<file path="config.mk">
export PLATFORM = sky130hd
export DESIGN_NAME = pe_result_drain
export DESIGN_NICKNAME = d
export VERILOG_FILES = /design/src/rtl/pe_result_drain.sv
export SDC_FILE = /design/constraint.sdc
export NUM_CORES = 2
export LEC_CHECK = 0
export ABC_AREA = 1
export CAP_MARGIN = 20
export CELL_PAD_IN_SITES_DETAIL_PLACEMENT = 0
export CELL_PAD_IN_SITES_GLOBAL_PLACEMENT = 1
export CORE_AREA = 2 2 464 466
export DETAILED_ROUTE_END_ITERATION = 12
export DIE_AREA = 0 0 466 468
export PLACE_DENSITY_LB_ADDON = 0.05
export SLEW_MARGIN = 20
export SYNTH_ARGS = -nofsm -noshare
export SYNTH_HDL_FRONTEND = slang
export SYNTH_SLANG_ARGS = --single-unit
</file>
<file path="constraint.sdc">
create_clock -name clk -period 3.37 [get_ports clk]
set_input_delay 1.011 -clock clk [delete_from_list [all_inputs] [get_ports clk]]
set_output_delay 1.011 -clock clk [all_outputs]
set_load 0.01 [all_outputs]
</file>
<file path="src/rtl/pe_result_drain.sv">
// pe_result_drain
//   Downstream stage of the 2x4 multiply PE array. Waits for every PE to
//   report done, then copies the packed result bus into a local buffer and
//   pulses tempc_ack. It then streams the eight result words over a
//   valid/ready port to the result memory writer. No new tile is accepted
//   until the buffer has fully drained and the done flags have dropped.
//
//   Ports
//     clk, rst             clock, synchronous active-high reset
//     pedone[NPE]          per-PE done flags
//     tempc[NPE*RES_W]     packed PE results, word i = tempc[RES_W*i +: RES_W]
//     tempc_ack            one-cycle result-accepted pulse
//     out_valid/out_ready  beat handshake toward the memory writer
//     out_data, out_idx    current word and its index (0..7)
//     out_last             high on the beat with out_idx == 7
//     out_tile             sequence number of the tile being drained
//     busy                 high whenever the block is not idle
//     err_sticky           protocol monitor flag (only with DRAIN_BEAT_CHK_EN)
//
//   Build option: define DRAIN_BEAT_CHK_EN to add the err_sticky monitor.
module pe_result_drain #(
    parameter int unsigned NPE    = 8,
    parameter int unsigned RES_W  = 128,
    parameter int unsigned TILE_W = 8
) (
    input  logic                 clk,
    input  logic                 rst,
    input  logic [NPE-1:0]       pedone,
    input  logic [NPE*RES_W-1:0] tempc,
    output logic                 tempc_ack,
    output logic                 out_valid,
    input  logic                 out_ready,
    output logic [RES_W-1:0]     out_data,
    output logic [2:0]           out_idx,
    output logic                 out_last,
    output logic [TILE_W-1:0]    out_tile,
    output logic                 busy
`ifdef DRAIN_BEAT_CHK_EN
    ,
    output logic                 err_sticky
`endif
);

    localparam logic [1:0] ST_IDLE  = 2'd0;
    localparam logic [1:0] ST_CAPT  = 2'd1;
    localparam logic [1:0] ST_DRAIN = 2'd2;
    localparam logic [1:0] ST_HOLD  = 2'd3;

    logic [1:0]        state_q,     state_d;
    logic [RES_W-1:0]  res_buf_q [NPE];
    logic [RES_W-1:0]  res_buf_d [NPE];
    logic              tempc_ack_q, tempc_ack_d;
    logic              out_valid_q, out_valid_d;
    logic [2:0]        out_idx_q,   out_idx_d;
    logic [TILE_W-1:0] out_tile_q,  out_tile_d;

    logic all_done;
    logic xfer;

    assign all_done = &pedone;
    assign xfer     = out_valid_q && out_ready;

    always_comb begin
        state_d     = state_q;
        res_buf_d   = res_buf_q;
        tempc_ack_d = tempc_ack_q;
        out_valid_d = out_valid_q;
        out_idx_d   = out_idx_q;
        out_tile_d  = out_tile_q;
        case (state_q)
            ST_IDLE: begin
                if (all_done) begin
                    for (int unsigned i = 0; i < NPE; i++) begin
                        res_buf_d[i] = tempc[RES_W*i +: RES_W];
                    end
                    tempc_ack_d = 1'b1;
                    state_d     = ST_CAPT;
                end
            end
            ST_CAPT: begin
                tempc_ack_d = 1'b0;
                out_valid_d = 1'b1;
                out_idx_d   = '0;
                state_d     = ST_DRAIN;
            end
            ST_DRAIN: begin
                if (xfer) begin
                    if (out_idx_q == 3'd7) begin
                        out_valid_d = 1'b0;
                        out_idx_d   = '0;
                        out_tile_d  = out_tile_q + TILE_W'(1);
                        // Done flags still high here belong to the tile just
                        // drained; wait for them to drop before re-arming.
                        state_d     = all_done ? ST_HOLD : ST_IDLE;
                    end else begin
                        out_idx_d = out_idx_q + 3'd1;
                    end
                end
            end
            ST_HOLD: begin
                if (!all_done) begin
                    state_d = ST_IDLE;
                end
            end
            default: state_d = ST_IDLE;
        endcase
    end

    always_ff @(posedge clk) begin
        if (rst) begin
            state_q     <= ST_IDLE;
            res_buf_q   <= '{default: '0};
            tempc_ack_q <= 1'b0;
            out_valid_q <= 1'b0;
            out_idx_q   <= '0;
            out_tile_q  <= '0;
        end else begin
            state_q     <= state_d;
            res_buf_q   <= res_buf_d;
            tempc_ack_q <= tempc_ack_d;
            out_valid_q <= out_valid_d;
            out_idx_q   <= out_idx_d;
            out_tile_q  <= out_tile_d;
        end
    end

    assign tempc_ack = tempc_ack_q;
    assign out_valid = out_valid_q;
    assign out_data  = res_buf_q[out_idx_q];
    assign out_idx   = out_idx_q;
    assign out_last  = out_valid_q && (out_idx_q == 3'd7);
    assign out_tile  = out_tile_q;
    assign busy      = (state_q != ST_IDLE);

`ifdef DRAIN_BEAT_CHK_EN
    // Snapshot of a stalled beat; the following cycle must present the
    // same beat with valid still high.
    logic             stall_q,     stall_d;
    logic [RES_W-1:0] hold_data_q, hold_data_d;
    logic [2:0]       hold_idx_q,  hold_idx_d;
    logic             err_q,       err_d;

    always_comb begin
        stall_d     = (state_q == ST_DRAIN) && out_valid_q && !out_ready;
        hold_data_d = out_data;
        hold_idx_d  = out_idx_q;
        err_d       = err_q;
        if (stall_q && (!out_valid_q || (out_data != hold_data_q) ||
                        (out_idx_q != hold_idx_q))) begin
            err_d = 1'b1;
        end
        if ((state_q == ST_CAPT) && !all_done) begin
            err_d = 1'b1;
        end
    end

    always_ff @(posedge clk) begin
        if (rst) begin
            stall_q     <= 1'b0;
            hold_data_q <= '0;
            hold_idx_q  <= '0;
            err_q       <= 1'b0;
        end else begin
            stall_q     <= stall_d;
            hold_data_q <= hold_data_d;
            hold_idx_q  <= hold_idx_d;
            err_q       <= err_d;
        end
    end

    assign err_sticky = err_q;
`endif

endmodule

</file>
# Word-level counts from Yosys, hierarchy flattened
# Cells that the tools add are included.
[word_totals]
regBits = 1039
inputBits = 1035
output_inout_bits = 143
[op_classes]
addsub = 2
magnitude_cmp = 1
eq_ne = 8
muxes = 17
bitwise = 1
n_reduce_logical = 13
[ops]
columns = ["cell", "n"]
rows = [
  ["binary-select mux 128 bit (select 3 bit)", 1],
  ["two-way mux 128 bit", 2],
  ["two-way mux 2 bit", 5],
  ["AND reduction 9 bit", 1],
  ["adder 8 x 1 -> 8 bit (second input constant)", 1],
  ["!= test 2 bit (second input constant)", 4],
  ["one-hot mux 2 bit (4 select lines)", 1],
  ["AND reduction 8 bit", 1],
  ["two-way mux 3 bit", 2],
  ["one-hot mux 3 bit (2 select lines)", 1],
  ["AND reduction 3 bit", 2],
  ["nonzero test 2 bit", 3],
  ["equality test 2 bit (second input constant)", 2],
  ["greater-or-equal comparator 4 bit (second input constant)", 1],
  ["NOT 3 -> 4 bit", 1],
  ["one-hot mux 1 bit (2 select lines)", 2],
  ["AND reduction 2 bit", 2],
  ["AND reduction 4 bit", 1],
  ["adder 3 x 1 -> 3 bit (second input constant)", 1],
  ["equality test 3 bit (second input constant)", 1],
  ["two-way mux 1 bit", 3],
  ["equality test 2 x 1 -> 1 bit (second input constant)", 1],
  ["logical AND 1 bit", 2],
  ["zero test 2 bit", 1],
]

# Depth between registers and ports, before layout
[depth]
word_depth = 5
depth_mapped = 10
depth_no_buf = 9

# Worst setup path after synthesis
# Ideal clock, no wire load.
[synth_timing]
path_type = "register -> output"
startpoint = "register out_idx_q[0] (netlist: out_idx[0])"
endpoint = "output port out_data[10]"
t_arrival_ns = 1.514
t_required_ns = 2.359
setup_slack_ns = 0.845
stages_incl_launch_ff = 11
path_buffers = 4
path_cell_list = "dfxtp_1 -> buf_2 -> inv_2 -> buf_4 -> buf_2 -> buf_2 -> a21oi_1 -> o21ai_0 -> nand2_1 -> nand2_1 -> nand2_1"
[synth_between]
elab_chain_len = 4
[synth_lines]
columns = ["item", "line_no", "rtl"]
rows = [
  ["start, declared", "54", "logic [2:0] out_idx_q, out_idx_d;"],
  ["start signal, assigned", "122", "out_idx_q <= out_idx_d;"],
  ["NOT 3 -> 4 bit (implied by the code)", "129", "assign out_data = res_buf_q[out_idx_q];"],
  ["binary-select mux 128 bit (select 3 bit)", "129", ""],
  ["two-way mux 128 bit (implied by the code) (2 in series)", "129", ""],
  ["end, declared", "33", "output logic [RES_W-1:0] out_data,"],
]
# Every way passes these cells. The select of a mux whose other input is x is not followed.

# Worst setup path in the final report
[layout_timing]
startpoint = "register out_idx_q[0] (netlist: out_idx[0])"
endpoint = "output port out_data[9]"
# Same word-level chain as after synthesis.

==> reports/qor.csv <==
metric,value,unit
critical_path.max_stage_delay,450,ps
timing.critical_path.cells,"buf_4, buf_4, bufbuf_16, a21oi_1, o21ai_1, nand2_1, nand2_1, nand2_4, dlygate4sd2_1",
grt_use_total,26.03,%
full_die_area,218100,um^2
detailedPlacementHpwl,217500,um
worst_slew_margin_rel,20.25,%
route.detailed.drc,0,
synth_largest_type_area_fraction,42.63,%
utilization,33.57,%
min_period_over_period,111.9,%
worst_voltage_drop_across_the_vdd_grid,0.5179,mV
detail_route.iter0.violations,4579,
grt_first_pass_wirelength,405000,um
overall_routed_net_length,300000,um
finalNetCount,9616,
critical-path-slowest-cell,dfxtp_4,
antenna_found_initial,140,
run_status,"complete, but fails checks",
num_io_pins,1178,
finalClockSkew,15.77,ps
power_density,416.9,nW/um^2
finalMaxSlewViolations,0,
tritoncts.num_buffers,141,
clock.fmax,0.2651,GHz
yosys.area.top_type,dfxtp_1,
clock_sinks,1039,
post-route-min-period,3772,ps
fillCellCount,23195,
tightest_slew,1196,ps
critPathArrivalTime,2760,ps
vias,54726,
failed_checks,setup timing,
wl_per_cell,25.94,um
worstSkewPairLatency,800,ps
port_buffers,1177,
floorplan.initialDensity,22.87,%
cap_viol_max_count,0,
report.final.hold_viol_count,0,
mostFrequentLayoutCells,"2077 x nand2_1, 1047 x clkdlybuf4s50_1, 1041 x nor2_1, 1036 x dfxtp_1, 1014 x a21oi_1",
synth-seq-cells,1039,
clk_pin_slew_worst_paths,60,ps
rows,170,
cts_root_buf,clkbuf_16,
post_synth_instance_area,48790,um^2
core_region_area,213300,um^2
height_of_the_die,468,um
critical_path_maximum_fanout,8,
layout-drive-gt1-share,9.622,%
hold_path_class,reg -> reg,
power_leakage,30.65,nW
synthesis.area_per_instance,6.465,um^2
critPathRequiredTime,2360,ps
areaGrowthSynthToFinish,46.79,%
drt-vias-per-instance,4.732,
chipWidth,466,um
preCtsSetupSlack,12.75,ps
drt.antenna.violating_nets,0,
grt_max_degree,154,
drt-pass1-iter-count,5,
rsz0062_at_grt,yes,
synthCells,7547,
grt_overflow,0,
finalSetupViolCount,131,
tritoncts,done,
worstSetupPathType,reg -> out,
ctsHoldBuffers,0,
ys.warnings.count,0,
synthTopCellsByArea,"dfxtp_1 43%, nand2_1 17%, a21oi_1 11%, nor2_1 8.0%, nand4_1 6.6%",
gp_congestion,0.8766,
kind_of_start_point_of_the_critical_path,register,
cp-end-kind,output port,
ctsHtreeMaxLevel,4,
synth.net_count,8586,
post-route-worst-setup-slack,-402.0,ps
clockBufferDepth,3,
yosysSeqAreaShare,42.63,%
post_synth_num_cell_types,19,
layout_commonest_cell,nand2_1,
via_count_of_the_first_global_routing_pass,51590,
-- where the power goes --
group | internal (W) | switching, W | leakage (nW) | total [W]
combinational | 0.00121 | 0.000985 | 20.0 | 0.00220
sequential | 0.0123 | 0.0000141 | 8.37 | 0.0123
clock | 0.00917 | 0.00615 | 2.25 | 0.0153
-- area by class of cell --
type | count | area, um^2 | share of cell area [%]
inverter | 531 | 2041 | 2.849
clock inverter | 23 | 297.8 | 0.4158
antenna | 50 | 125.1 | 0.1747
multi-input combinational | 5325 | 23890 | 33.35
sequential | 1039 | 20810 | 29.06
timing repair inverter | 1 | 8.758 | 0.01223
tap | 2838 | 3551 | 4.958
clock buffer | 221 | 4300 | 6.005
timing repair buffer | 1538 | 16590 | 23.17
-- critical path: cells and delay by family, from the launching register on --
family                 cells  cell delay, ps
AO/OA/AOI/OAI              2             200
buffers and inverters      4             920
flip-flops                 1             450
AND/OR/NAND/NOR            3             390
-- sequential cells by signal (all words and copies together), names as in the netlist --
register,cells
tempc_ack,1
out_tile,8
res_buf_q,1024
state_q,2
out_valid,1
out_idx,3
-- layer usage --
| metal | track usage, % | up-vias | part of all wire, % |
|---|---|---|---|
| li1 | - | 26426 | - |
| met1 | 37.62 | 25897 | 48 |
| met2 | 37.96 | 1897 | 42 |
| met3 | 5.193 | 426 | 6.3 |
| met4 | 9.081 | 80 | 3.2 |
| met5 | 0 | - | 0.16 |
-- worst paths after layout --
kind                            slack [ps]             end  cells after the start      startpoint
worst max register to register         870  res_buf_q[115]                      5      state_q[1]
worst max-delay path                  -400     out_data[9]                      9      out_idx[0]
worst min-delay path                   450  res_buf_q[405]                      2  res_buf_q[405]
worst min register to register         450  res_buf_q[405]                      2  res_buf_q[405]
-- metrics by stage --
stage / TNS [ps] / power (W) / area (um^2) / hold slack, ps / cells
6_report: -25380 / 0.02986 / 71620 / 453.4 / 11566
5_1_grt: -41500 / 0.03078 / 71580 / 467.4 / 11553
4_1_cts: -53280 / 0.03030 / 71060 / 455.5 / 11500
3_5_place_dp: 0 / 0.01480 / 65620 / 446.6 / 11238
3_3_place_gp: 0 / 0.01480 / 65620 / 443.2 / 11238
2_1_floorplan: 0 / 0.01298 / 48790 / 436.6 / 7547
-- synthesized netlist by cell type, drive strengths merged --
library cell,count
inv,531
buf,286
dfxtp,1039
a31oi,2
clkbuf,366
o21ai,519
nand4,514
nand2,2201
a21oi,1031
a211oi,1
nand3,9
ha,4
nor2,1044
-- what timing repair did --
action / 4_1_cts / 5_1_grt
setup endpoints to repair: 130 / 131
pin swaps: 10 / 26
gates resized for setup: 329 / 319
gates cloned: 15 / 9
buffers inserted: 3 / 8
-- cell families (layout without fill, tap and decap cells) --
family          after synthesis  after routing  share of synthesized area [%]
other cells                   0             50                              0
compound gates             1553           1553                          15.94
flops                      1039           1039                          42.63
buf+inv                    1183           2314                          9.622
fa+ha+maj                     4              4                         0.1026
simple gates               3768           3768                          31.70
Power figures use the tool's default switching activity.
